`src/rtl/mm_ctrl.sv`:
```
// mm_ctrl: sequences one N x N matrix multiply over a row-parallel PE array.
// Loads A rows into the PEs, then per column streams B, waits for done and drains results.
module mm_ctrl #(
    parameter int N           = 8,
    parameter int DATA_WIDTH  = 16,
    parameter int ACCUM_WIDTH = 32,
    parameter int TIMEOUT     = N + 4,
    localparam int IDX_W      = (N > 1) ? $clog2(N) : 1
) (
    input  logic                     clk,
    input  logic                     rst_n,
    input  logic                     cmd_valid_i,
    output logic                     cmd_ready_o,
    output logic                     a_rd_en_o,
    output logic [IDX_W-1:0]         a_rd_row_o,
    output logic                     b_rd_en_o,
    output logic [IDX_W-1:0]         b_rd_k_o,
    output logic [IDX_W-1:0]         b_rd_j_o,
    output logic [N-1:0]             pe_load_row_o,
    output logic                     pe_start_o,
    input  logic [N-1:0]             pe_done_i,
    input  logic [N-1:0]             pe_err_i,
    input  logic [N*ACCUM_WIDTH-1:0] pe_total_i,
    output logic                     res_valid_o,
    input  logic                     res_ready_i,
    output logic [ACCUM_WIDTH-1:0]   res_data_o,
    output logic [IDX_W-1:0]         res_row_o,
    output logic [IDX_W-1:0]         res_col_o,
    output logic                     job_done_o,
    output logic                     job_err_o
);

    localparam int               TMO_W = $clog2(TIMEOUT + 2);
    localparam logic [IDX_W-1:0] LAST  = IDX_W'(N - 1);

    if (ACCUM_WIDTH < 2 * DATA_WIDTH) begin : g_width_check
        $error("mm_ctrl: ACCUM_WIDTH cannot hold a full DATA_WIDTH product");
    end

    typedef enum logic [2:0] {
        IDLE, LOAD_A, LOAD_WAIT, START, STREAM, WAIT, DRAIN, DONE
    } state_t;

    state_t             state_q;
    logic [IDX_W-1:0]   cnt_q, col_q;
    logic [TMO_W-1:0]   tmo_q;
    logic               err_q, err_d, timeout;
    logic               cmd_ready_q, a_rd_en_q, b_rd_en_q, pe_start_q;
    logic               res_valid_q, job_done_q, job_err_q;
    logic [IDX_W-1:0]   a_rd_row_q, b_rd_k_q, b_rd_j_q, res_row_q, res_col_q;
    logic [N-1:0]       pe_load_row_q;
    logic [ACCUM_WIDTH-1:0] totals [N];

    for (genvar g = 0; g < N; g++) begin : g_unpack
        assign totals[g] = pe_total_i[g*ACCUM_WIDTH +: ACCUM_WIDTH];
    end

    // Sticky error: PE overflow, PEs finishing out of lockstep, or no done within the timeout.
    assign timeout = (state_q == WAIT) && !(|pe_done_i) && (tmo_q >= TMO_W'(TIMEOUT));

    always_comb begin
        err_d = err_q;
        if (state_q == IDLE) begin
            if (cmd_valid_i && cmd_ready_q) err_d = 1'b0;
        end else if ((|pe_err_i) || ((|pe_done_i) && !(&pe_done_i)) || timeout) begin
            err_d = 1'b1;
        end
    end

    always_ff @(posedge clk or negedge rst_n) begin
        if (!rst_n) begin
            state_q       <= IDLE;
            cnt_q         <= '0;
            col_q         <= '0;
            tmo_q         <= '0;
            err_q         <= 1'b0;
            cmd_ready_q   <= 1'b1;
            a_rd_en_q     <= 1'b0;
            a_rd_row_q    <= '0;
            b_rd_en_q     <= 1'b0;
            b_rd_k_q      <= '0;
            b_rd_j_q      <= '0;
            pe_load_row_q <= '0;
            pe_start_q    <= 1'b0;
            res_valid_q   <= 1'b0;
            res_row_q     <= '0;
            res_col_q     <= '0;
            job_done_q    <= 1'b0;
            job_err_q     <= 1'b0;
        end else begin
            err_q         <= err_d;
            cmd_ready_q   <= 1'b0;
            a_rd_en_q     <= 1'b0;
            a_rd_row_q    <= '0;
            b_rd_en_q     <= 1'b0;
            b_rd_k_q      <= '0;
            b_rd_j_q      <= '0;
            pe_load_row_q <= '0;
            pe_start_q    <= 1'b0;
            res_valid_q   <= 1'b0;
            res_row_q     <= '0;
            res_col_q     <= '0;
            job_done_q    <= 1'b0;
            job_err_q     <= 1'b0;
            // Outputs are assigned for the state being entered, so they are all registered.
            case (state_q)
                IDLE: begin
                    if (cmd_valid_i && cmd_ready_q) begin
                        state_q   <= LOAD_A;
                        cnt_q     <= '0;
                        a_rd_en_q <= 1'b1;
                    end else begin
                        cmd_ready_q <= 1'b1;
                    end
                end
                LOAD_A: begin
                    pe_load_row_q <= N'(1) << cnt_q;
                    if (cnt_q != LAST) begin
                        cnt_q      <= cnt_q + 1'b1;
                        a_rd_en_q  <= 1'b1;
                        a_rd_row_q <= cnt_q + 1'b1;
                    end else begin
                        state_q <= LOAD_WAIT;
                    end
                end
                LOAD_WAIT: begin
                    state_q    <= START;
                    col_q      <= '0;
                    pe_start_q <= 1'b1;
                    b_rd_en_q  <= 1'b1;
                end
                START: begin
                    tmo_q <= TMO_W'(1);
                    if (N == 1) begin
                        state_q <= WAIT;
                    end else begin
                        state_q   <= STREAM;
                        cnt_q     <= IDX_W'(1);
                        b_rd_en_q <= 1'b1;
                        b_rd_k_q  <= IDX_W'(1);
                        b_rd_j_q  <= col_q;
                    end
                end
                STREAM: begin
                    tmo_q <= tmo_q + 1'b1;
                    if (cnt_q != LAST) begin
                        cnt_q     <= cnt_q + 1'b1;
                        b_rd_en_q <= 1'b1;
                        b_rd_k_q  <= cnt_q + 1'b1;
                        b_rd_j_q  <= col_q;
                    end else begin
                        state_q <= WAIT;
                    end
                end
                WAIT: begin
                    tmo_q <= tmo_q + 1'b1;
                    if (|pe_done_i) begin
                        state_q     <= DRAIN;
                        cnt_q       <= '0;
                        res_valid_q <= 1'b1;
                        res_col_q   <= col_q;
                    end else if (timeout) begin
                        state_q    <= DONE;
                        job_done_q <= 1'b1;
                        job_err_q  <= err_d;
                    end
                end
                DRAIN: begin
                    if (!res_ready_i) begin
                        res_valid_q <= 1'b1;
                        res_row_q   <= cnt_q;
                        res_col_q   <= col_q;
                    end else if (cnt_q != LAST) begin
                        cnt_q       <= cnt_q + 1'b1;
                        res_valid_q <= 1'b1;
                        res_row_q   <= cnt_q + 1'b1;
                        res_col_q   <= col_q;
                    end else if (col_q != LAST) begin
                        state_q    <= START;
                        col_q      <= col_q + 1'b1;
                        pe_start_q <= 1'b1;
                        b_rd_en_q  <= 1'b1;
                        b_rd_j_q   <= col_q + 1'b1;
                    end else begin
                        state_q    <= DONE;
                        job_done_q <= 1'b1;
                        job_err_q  <= err_d;
                    end
                end
                DONE: begin
                    state_q     <= IDLE;
                    cmd_ready_q <= 1'b1;
                end
                default: state_q <= IDLE;
            endcase
        end
    end

    assign cmd_ready_o   = cmd_ready_q;
    assign a_rd_en_o     = a_rd_en_q;
    assign a_rd_row_o    = a_rd_row_q;
    assign b_rd_en_o     = b_rd_en_q;
    assign b_rd_k_o      = b_rd_k_q;
    assign b_rd_j_o      = b_rd_j_q;
    assign pe_load_row_o = pe_load_row_q;
    assign pe_start_o    = pe_start_q;
    assign res_valid_o   = res_valid_q;
    assign res_row_o     = res_row_q;
    assign res_col_o     = res_col_q;
    assign res_data_o    = res_valid_q ? totals[res_row_q] : '0;
    assign job_done_o    = job_done_q;
    assign job_err_o     = job_err_q;

endmodule

```
`config.mk`:
```
export PLATFORM = sky130hd
export DESIGN_NAME = mm_ctrl
export DESIGN_NICKNAME = d
export VERILOG_FILES = /design/src/rtl/mm_ctrl.sv
export SDC_FILE = /design/constraint.sdc
export NUM_CORES = 1
export LEC_CHECK = 0
export BUFFER_PORTS_ARGS = -buffer_cell sky130_fd_sc_hd__clkbuf_2
export CORE_AREA = 2 2 132 134
export CTS_CLUSTER_DIAMETER = 80
export DETAILED_ROUTE_END_ITERATION = 10
export DIE_AREA = 0 0 134 136
export PLACE_DENSITY = 0.59
export SYNTH_ARGS = -nofsm -noshare
export SYNTH_HDL_FRONTEND = slang
export SYNTH_SLANG_ARGS = --single-unit
```
`constraint.sdc`:
```
create_clock -name clk -period 2.2 [get_ports clk]
set_input_delay 0.11 -clock clk [delete_from_list [all_inputs] [get_ports clk]]
set_output_delay 0.11 -clock clk [all_outputs]
set_load 0.005 [all_outputs]
```
==> metrics.yaml, run 1 <==
yosys:
  synth_edf_count: 0
  synth_area_leader_cell: "mux4_2"
  seq_area_frac_synth_pct: 26.8
  async_reset_ff_share_pct: 100
  synth_cells: 343
  netlist_area_um2: 4110
  ys.flop_type: "dfrtp_1"
  synth_top_area_share_pct: 35.1
  avgSynthCellArea_um2: 12.0
  synthTopCellsByArea: "mux4_2 35%, dfrtp_1 26%, mux2i_1 8.5%, nor2b_1 5.8%, ha_1 2.7%"
  yosys_warnings: 0
  ys_ff_latch: 44
  synth.distinct_cells: 46
  syn_nets: 628
global_route:
  grt_max_degree: 40
  grt_pass1_wl_um: 25900
  grt_usage_pct: 18.8
  antenna_found_initial: 4
  grt_pass1_vias: 4466
  grt_overflow: 0
layout:
  layout.nets: 972
  final_core_util_pct: 38.1
  drive_gt1_share_pct: 65.8
  area_growth_pct: 56.4
floorplanning:
  fp-row-count: 48
  start_util_pct: 24.4
  die_h_um: 136
  io_pins: 338
  die-area_um2: 18200
  die_x_um: 134
  core_region_area_um2: 16900
worst_setup_path:
  start_kind: "flop"
  arrival_ps: 1960
  timing_worst_setup_path_type: "reg -> out"
  worst-r2r-cell-count: 6
  r2r_start: "cnt_q[1]"
  cp_max_fo: 10
  reg2reg_slack_ps: 170
  r2r_end: "cnt_q[2]"
  cp-end-kind: "output pin"
  crit_required_ps: 2090
worst_hold_path:
  min_to: "cmd_ready_o"
  hp-start: "cmd_valid_i"
  whs_path_depth: 4
  hold_path.class: "in -> reg"
sta:
  holdWs_ps: 181
  worstMarginPinSlew_ps: 559
  finalClockSkew_ps: 9.25
  rsz0062_at_grt: "false"
  min_period_ps: 2070
  drv_slew: 0
  setup_viol: 0
  final.setup.tns_ps: 0
  hold_viol_final: 0
  fin_crit_sh_pct: 93.9
  relSlewSlack_pct: 62.7
  max_freq_ghz: 0.484
pwr:
  internal_power_mw: 2.95
  powerDensity_nw_per_um2: 750
  combPwrFrac_pct: 59.9
  switchingPower_mw: 1.87
  clockPowerShare_pct: 15.1
  irDropWorstVdd_mv: 0.350
  power_mw: 4.82
  leakage_nw: 3.12
  seq_power_share_pct: 25.1
  p_sw_share_pct: 38.7
cts:
  root_buffer: "clkbuf_16"
  clock_path_buffers: 2
  insertion_delay_ps: 280
  clkSlewWorstSetupHoldPaths_ps: 60
  clkSinkCount: 44
  cts_tree: "done"
  htreeDepth: 2
  cts_buffers: 5
run:
  max_cap_violations: 0
route:
  wl_um: 18400
  drc: 0
  first_pass_iters: 5
  vias_per_cell: 4.91
  num_vias: 4496
  wl_per_cell_um: 20.2
  detail-route-antenna-nets: 0
  drtIter0Drc: 203
place:
  hpwlAfterDp_um: 16100
  finalWeightedCongestion: 0.864
  place.port_buffers: 337
outcome:
  outcome: "finished, final reports clean"
## placed cells by master (no fill, tap or decap), drive strengths merged, types with 2 or more instances in the layout
cell type / instances
a211oi: 2
a21o: 5
a21oi: 6
a22o: 3
and2: 2
and3: 6
buf: 28
clkbuf: 342
dfrtp: 43
diode: 2
ha: 9
inv: 9
mux2: 3
mux2i: 35
mux4: 64
nand2: 15
nand2b: 7
nand3: 6
nand3b: 2
nand4: 3
nor2: 16
nor2b: 38
nor3: 5
nor4: 4
o21ai: 8
o22ai: 3
or2: 2
or3b: 2
or4: 2
## sequential cells by signal, indices dropped and copies added, names as in the netlist
name           count
tmo_q              4
b_rd_k_o           3
res_col_o          3
res_row_o          3
b_rd_en_o          1
job_err_o          1
a_rd_en_o          1
cmd_ready_o        1
res_valid_o        1
job_done_o         1
err_q              1
state_q            3
pe_start_o         1
b_rd_j_o           3
pe_load_row_o      8
col_q              3
cnt_q              3
a_rd_row_o         3
## through the flow
stage,cells,cell area [um^2],worst slack [ps]
detailed placement,900,6210,206
CTS,913,6420,77.5
global route,915,6430,19.9
finish,915,6430,135
global placement,900,6210,221
floorplan,343,4110,229
## power by group through the flow
stage / sequential [mW] / combinational, mW / clock, mW
after global placement: 1.26 / 2.80 / 0
after floorplan: 1.11 / 1.81 / 0
final: 1.21 / 2.89 / 0.726
after detailed placement: 1.27 / 2.81 / 0
after global routing: 1.24 / 3.16 / 0.783
after CTS: 1.21 / 2.93 / 0.746
## critical path, cell delays in order (launching register included)
cell	delay (ps)
dfrtp_4	430
buf_12	150
buf_12	150
mux4_2	510
mux2i_2	210
nor2b_1	80
clkbuf_2	150
## per-layer routing
metal | track usage (%) | part of all wire (%)
met5 | 0 | 0.12
met4 | 6.32 | 3.1
met3 | 6.60 | 9.7
met2 | 31.5 | 49
met1 | 22.5 | 38
## Yosys cell counts (2+ instances only)
library cell,number
nor2_1,16
a22o_1,3
buf_2,7
and2_1,2
and3_1,6
buf_1,6
nand3b_1,2
o21ai_0,8
a21oi_1,6
clkbuf_1,16
or4_4,2
ha_1,9
o22ai_1,3
nand2b_1,7
inv_1,8
nor4_1,4
mux2_2,2
nor2b_1,38
or3b_2,2
a211oi_1,2
nand3_1,6
nand4_1,3
nor3_1,5
dfrtp_1,43
a21o_1,5
mux2i_1,35
nand2_1,15
mux4_2,64
## cells by family after synthesis
group           Yosys count  share of synthesized area (%)
simple gates            111                           15.2
xor+xnor                  2                          0.426
buf+inv                  37                           3.59
flops                    44                           26.8
fa+ha+maj                 9                           2.74
compound gates           38                           6.79
mux                     102                           44.5
## timing repair
item	in CTS	in global routing
endpoints found under the setup margin	20	1
hold buffers	1	0
hold endpoints to repair	19	0
setup buffers	4	0
gates resized for setup	0	1
pin swaps	0	0
## layout make-up
cell class	count	area, um^2
flip-flops and latches	44	1110
clock inverters	3	21.3
multi-input cells	262	2870
clock buffers	5	125
repair buffers	366	1990
diodes	2	5.00
well taps	225	282
inverters	8	30.0
fillers	1741	10400
## how the worst max path moves through the flow
| stage | end | start | cells past startpoint |
|---|---|---|---|
| after floorplan | cnt_q[2] | cnt_q[0] | 7 |
| after global placement | res_data_o[22] | res_row_o[0] | 5 |
| after detailed placement | res_data_o[22] | res_row_o[0] | 5 |
| after CTS | res_data_o[22] | res_row_o[0] | 6 |
| after global routing | res_data_o[22] | res_row_o[0] | 6 |
| final | res_data_o[22] | res_row_o[0] | 6 |
(Power assumes the default switching activity.)
==> run 2: changes to the inputs <==
Settings changed: PLACE_DENSITY 0.59 to unset, PLACE_DENSITY_LB_ADDON set to 0.12.
==> run 2 against run 1 <==
Against the previous run:
- register-to-register slack improved by 70 ps
- hold slack improved by 6.2 ps
- combinational power barely moved
- core utilization fell by 0.13 points
- global-route usage rose by 1.4 points
- die area did not move
- first-iteration DRC count fell by 20%
- cell area fell by 0.35%
- sequential share of layout area rose by 0.061 points
- clock power rose by 31%
- via count fell by 1.8%
- sequential cell count did not move
- critical path type unchanged
- largest cell class unchanged
- highest routed layer unchanged
==> metrics.yaml, run 2 (same netlist as run 1, synthesis figures left out) <==
sta:
  drv_slew: 0  # unchanged
  holdWs_ps: 187  # was 181 ps
  relSlewSlack_pct: 44.0  # was 62.7%
  setup_viol: 0  # unchanged
  max_freq_ghz: 0.465  # was 0.484 GHz
  finalClockSkew_ps: 2.88  # was 9.25 ps
  rsz0062_at_grt: "true"  # was false
  setup_ws_ps: 50.8  # was 135 ps
  fin_crit_sh_pct: 97.7  # was 93.9%
  final.setup.tns_ps: 0  # unchanged
  worstMarginPinSlew_ps: 840  # was 559 ps
  min_period_ps: 2150  # was 2070 ps
  hold_viol_final: 0  # unchanged
cts:
  clkSlewWorstSetupHoldPaths_ps: 60  # about the same
  cts_tree: "done"  # unchanged
  cts_buffers: 5  # unchanged
  htreeDepth: 2  # unchanged
  clkSinkCount: 44  # unchanged
  post_cts_buffers: 0  # was 4
  root_buffer: "clkbuf_16"  # unchanged
  clock_path_buffers: 2  # unchanged
  insertion_delay_ps: 290  # was 280 ps
worst_setup_path:
  crit_slowest_cell: "mux4_2"  # unchanged
  r2r_start: "cnt_q[1]"  # unchanged
  timing_worst_setup_path_type: "reg -> out"  # unchanged
  r2r_end: "cnt_q[2]"  # unchanged
  cp_max_fo: 37  # was 10
  arrival_ps: 2040  # was 1960 ps
  start_kind: "flop"  # unchanged
  reg2reg_slack_ps: 240  # was 170 ps
  path_cells: "buf_16 -> mux4_2 -> mux2i_4 -> nor2b_2 -> clkbuf_2"  # was buf_12 -> buf_12 -> mux4_2 -> mux2i_2 -> nor2b_1 -> clkbuf_2
  worst-r2r-cell-count: 6  # unchanged
  crit_required_ps: 2090  # about the same
  max_stage_delay_ps: 580  # was 510 ps
  cp-end-kind: "output pin"  # unchanged
outcome:
  outcome: "finished, final reports clean"  # unchanged
layout:
  drive_gt1_share_pct: 66.9  # was 65.8%
  fillers: 1793  # was 1741
  area_growth_pct: 55.9  # was 56.4%
  layout.nets: 961  # was 972
  largest_reg_flops: 8  # unchanged
  layoutNonFillerInstCount: 902  # was 915
  final_common_cell: "clkbuf_2"  # unchanged
  final-seq-area_um2: 1110  # unchanged
  final_cell_area_um2: 6410  # was 6430 um^2
  final_cell_mix: "337 x clkbuf_2, 64 x mux4_2, 40 x dfrtp_1, 34 x nor2b_1, 27 x mux2i_1"  # was 337 x clkbuf_2, 64 x mux4_2, 40 x dfrtp_1, 38 x nor2b_1, 34 x mux2i_1
  final_core_util_pct: 38.0  # was 38.1%
  multi_input_comb_area_um2: 2920  # was 2870 um^2
floorplanning:
  die_x_um: 134  # unchanged
  die-area_um2: 18200  # unchanged
  core_region_area_um2: 16900  # unchanged
  io_pins: 338  # unchanged
  die_h_um: 136  # unchanged
  fp-row-count: 48  # unchanged
  start_util_pct: 24.4  # unchanged
route:
  wl_per_cell_um: 21.4  # was 20.2 um
  drc: 0  # unchanged
  num_vias: 4413  # was 4496
  wl_um: 19300  # was 18400 um
  drtIter0Drc: 162  # was 203
  vias_per_cell: 4.89  # was 4.91
  detail-route-antenna-nets: 0  # unchanged
  first_pass_iters: 4  # was 5
global_route:
  grt_overflow: 0  # unchanged
  grt_usage_pct: 20.1  # was 18.8%
  grt_max_degree: 38  # was 40
  grt_pass1_wl_um: 27500  # was 25900 um
  grt_pass1_vias: 4564  # was 4466
  antenna_found_initial: 4  # unchanged
place:
  finalWeightedCongestion: 0.832  # was 0.864
  place.port_buffers: 337  # unchanged
  hpwlAfterDp_um: 16500  # was 16100 um
  dpl_cell_area_um2: 6150  # was 6210 um^2
  dpl.cell_count: 893  # was 900
  dp_slack_ps: 244  # was 206 ps
worst_hold_path:
  min_to: "cmd_ready_o"  # unchanged
  hp-start: "cmd_valid_i"  # unchanged
  hold_path.class: "in -> reg"  # unchanged
  whs_path_depth: 4  # unchanged
run:
  max_cap_violations: 0  # unchanged
pwr:
  power_mw: 5.09  # was 4.82 mW
  powerDensity_nw_per_um2: 795  # was 750 nW/um^2
  irDropWorstVdd_mv: 0.355  # was 0.350 mV
  leakage_nw: 3.09  # was 3.12 nW
==> run 2: worst max path at each step <==
stage | cells after the start | to | slack, ps | startpoint
6_report | 5 | res_data_o[4] | 50 | res_row_o[0]
3_5_place_dp | 7 | col_q[2] | 240 | cnt_q[1]
2_1_floorplan | 7 | cnt_q[2] | 230 | cnt_q[0]
4_1_cts | 5 | res_data_o[8] | 30 | res_row_o[0]
5_1_grt | 5 | res_data_o[5] | -30 | res_row_o[0]
3_3_place_gp | 6 | cnt_q[2] | 270 | cnt_q[1]
==> run 2: worst max-delay path: cells and delay by family, from the launching register on <==
family | cells | cell delay (ps)
simple gates | 1 | 80
mux | 2 | 810
flops | 1 | 450
buf+inv | 2 | 390
==> run 2: power by group <==
part | internal, mW | switching, mW
registers | 0.988 | 0.250
logic | 1.50 | 1.41
clock network | 0.644 | 0.308
==> run 2: metal layers <==
layer / track usage, % / routed length (um)
met5: 0 / 41
met4: 2.13 / 110
met3: 11.0 / 2640
met2: 29.7 / 8270
met1: 26.9 / 8270
==> run 2: what timing repair did <==
item                                   in CTS  in global routing
hold buffers                                1                  0
resized for setup                           4                 11
endpoints found under the hold margin      30                  0
setup endpoints to repair                   1                  9
==> run 2: cell type report <==
| cell class | count | share of cell area (%) |
|---|---|---|
| multi-input combinational | 262 | 45.5 |
| timing repair buffer | 355 | 29.4 |
| sequential | 44 | 17.3 |
| tap | 225 | 4.39 |
| clock buffer | 5 | 1.95 |
| clock inverter | 2 | 0.937 |
| inverter | 8 | 0.469 |
| antenna | 1 | 0.0390 |
==> run 3: changes to the inputs <==
Settings changed: CORE_AREA 2 2 132 134 to 2 2 130 132, CTS_BUF_LIST set to sky130_fd_sc_hd__clkbuf_8, DIE_AREA 0 0 134 136 to 0 0 132 134.
Clock period 2.2 ns to 2.64 ns, I/O delays scaled along.
==> run 3 against run 2 <==
Against the previous run:
- critical endpoint is now res_data_o[26]
- sequential cell count stayed put
- cell area is 3.3% lower
- combinational power decreased by 25%
- cell count decreased by 1.0%
- core utilization increased by 0.085 points
- clock power down 54%
- sequential power shrank 12%
- total power is 27% lower
- clock skew rose by 2.4 ps
- clock-buffer cell count grew 1
- routed wire length down 7.4%
- largest power group unchanged
==> metrics.yaml, run 3 (same netlist as run 1, synthesis figures left out) <==
route:
  drtIter0Drc: 187  # was 162
  drc: 0  # unchanged
  num_vias: 4334  # was 4413
  first_pass_iters: 4  # unchanged
  vias_per_cell: 4.85  # was 4.89
  detail-route-antenna-nets: 0  # unchanged
  wl_per_cell_um: 20.0  # was 21.4 um
  wl_um: 17900  # was 19300 um
pwr:
  combPwrFrac_pct: 58.7  # was 57.0%
  clockPowerShare_pct: 11.8  # was 18.7%
  seq_power_share_pct: 29.5  # was 24.3%
  internal_power_mw: 2.19  # was 3.13 mW
  power_mw: 3.70  # was 5.09 mW
  irDropWorstVdd_mv: 0.345  # was 0.355 mV
  powerDensity_nw_per_um2: 597  # was 795 nW/um^2
  p_sw_share_pct: 40.8  # was 38.6%
  switchingPower_mw: 1.51  # was 1.97 mW
  leakage_nw: 3.01  # was 3.09 nW
place:
  dpl.cell_count: 884  # was 893
  finalWeightedCongestion: 0.880  # was 0.832
  dp_slack_ps: 445  # was 244 ps
  place.port_buffers: 337  # unchanged
  hpwlAfterDp_um: 15400  # was 16500 um
cts:
  root_buffer: "clkbuf_8"  # was clkbuf_16
  cts_buffers: 5  # unchanged
  cts-hold-fix-buffers: 1  # unchanged
  htreeDepth: 2  # unchanged
  cts_resized: 0  # was 4
  clkSinkCount: 44  # unchanged
  cts_tree: "done"  # unchanged
  clkSlewWorstSetupHoldPaths_ps: 80  # was 60 ps
  post_cts_buffers: 0  # unchanged
  insertion_delay_ps: 300  # was 290 ps
  clock_path_buffers: 2  # unchanged
worst_setup_path:
  crit_slowest_cell: "dfrtp_4"  # was mux4_2
  crit_buf_inv: 2  # unchanged
  start_kind: "flop"  # unchanged
  worst-r2r-cell-count: 6  # unchanged
  path_cells: "buf_4 -> mux4_2 -> mux2i_1 -> nor2b_1 -> clkbuf_2"  # was buf_16 -> mux4_2 -> mux2i_4 -> nor2b_2 -> clkbuf_2
  path_delay_family: "multiplexers"  # unchanged
  arrival_ps: 2090  # was 2040 ps
  cp_max_fo: 16  # was 37
  max_stage_delay_ps: 630  # was 580 ps
  crit_required_ps: 2510  # was 2090 ps
  crit_cells: 5  # unchanged
  timing_worst_setup_path_type: "reg -> out"  # unchanged
  cp-end-kind: "output pin"  # unchanged
floorplanning:
  die_x_um: 132  # was 134 um
  io_pins: 338  # unchanged
  fp-row-count: 47  # was 48
  die_h_um: 134  # was 136 um
  die-area_um2: 17700  # was 18200 um^2
  core_region_area_um2: 16300  # was 16900 um^2
  start_util_pct: 25.2  # was 24.4%
run:
  max_cap_violations: 0  # unchanged
sta:
  setup_ws_ps: 420  # was 50.8 ps
  final.setup.tns_ps: 0  # unchanged
  rsz0062_at_grt: "false"  # was true
  hold_viol_final: 0  # unchanged
  relSlewSlack_pct: 39.5  # was 44.0%
  setup_viol: 0  # unchanged
  finalClockSkew_ps: 5.29  # was 2.88 ps
  drv_slew: 0  # unchanged
  worstMarginPinSlew_ps: 907  # was 840 ps
  max_freq_ghz: 0.450
  min_period_ps: 2220
  fin_crit_sh_pct: 84.1
outcome:
  outcome: "finished, final reports clean"  # unchanged
layout:
  layout.nets: 957  # was 961
  final_common_cell: "clkbuf_2"  # unchanged
  final_cell_mix: "337 x clkbuf_2, 64 x mux4_2, 40 x dfrtp_1, 38 x nor2b_1, 35 x mux2i_1"  # was 337 x clkbuf_2, 64 x mux4_2, 40 x dfrtp_1, 34 x nor2b_1, 27 x mux2i_1
  antenna_cells: 0  # was 1
  drive_gt1_share_pct: 64.9  # was 66.9%
  area_growth_pct: 50.8  # was 55.9%
  largest_reg_flops: 8  # unchanged
  layoutNonFillerInstCount: 893  # was 902
  final_core_util_pct: 38.1  # was 38.0%
  fillers: 1724  # was 1793
global_route:
  grt_pass1_vias: 4598  # was 4564
  grt_overflow: 0  # unchanged
  grt_pass1_wl_um: 26200  # was 27500 um
  antenna_found_initial: 0  # was 4
  grt_max_degree: 37  # was 38
  grt_usage_pct: 19.2  # was 20.1%
worst_hold_path:
  hold_path.class: "in -> reg"  # unchanged
  whs_path_depth: 4  # unchanged
## run 3: cell types whose count changed in the layout (fill, tap and decap cells not counted), moves of 3 or more
| cell | before | now |
|---|---|---|
| buf_4 | 13 | 10 |
| clkbuf_16 | 5 | 0 |
| clkbuf_8 | 0 | 6 |
| mux2i_1 | 27 | 35 |
| mux2i_2 | 6 | 0 |
| nor2b_1 | 34 | 38 |
| nor2b_2 | 4 | 0 |
## run 3: final timing paths
kind                                   start        endpoint  slack [ps]
worst min-delay path             cmd_valid_i     cmd_ready_o         160
worst min register to register      col_q[1]    res_col_o[1]         560
worst max-delay path            res_row_o[0]  res_data_o[26]         420
min in group asynchronous              rst_n       a_rd_en_o         490
worst max register to register      cnt_q[0]        cnt_q[2]         430
max in group asynchronous              rst_n    res_col_o[1]        1470
## run 3: power by group through the flow
stage	sequential, mW	combinational (mW)	clock [mW]
after detailed placement	1.11	2.19	0
after global routing	1.13	2.39	0.477
after global placement	1.10	2.17	0
after floorplan	0.929	1.51	0
final	1.09	2.17	0.437
after CTS	1.09	2.21	0.462
## run 3: worst min-delay path: cells and delay by family
family / cells / cell delay [ps]
buf+inv: 1 / 70
simple gates: 3 / 250
## run 3: final cells by class
cell class	count	area [um^2]	area share [%]
clock inverters	2	10.0	0.161
clock buffers	6	82.6	1.33
repair buffers	351	1830	29.5
inverters	8	30.0	0.484
well taps	220	275	4.44
multi-input cells	262	2860	46.2
flip-flops and latches	44	1110	17.9
## run 3: metal layers
layer  vias up  GRT usage [%]  share of wire [%]
met4         0           5.92                2.7
met3        31           5.97                9.2
met5         -              0                  0
met2       199           32.7                 49
li1       1998              -                  -
met1      2106           23.3                 39
## run 3: through the flow
step,cell area [um^2],hold slack [ps]
2_1_floorplan,4110,-164
3_3_place_gp,6100,303
3_5_place_dp,6100,318
4_1_cts,6200,149
5_1_grt,6200,203
6_report,6200,161
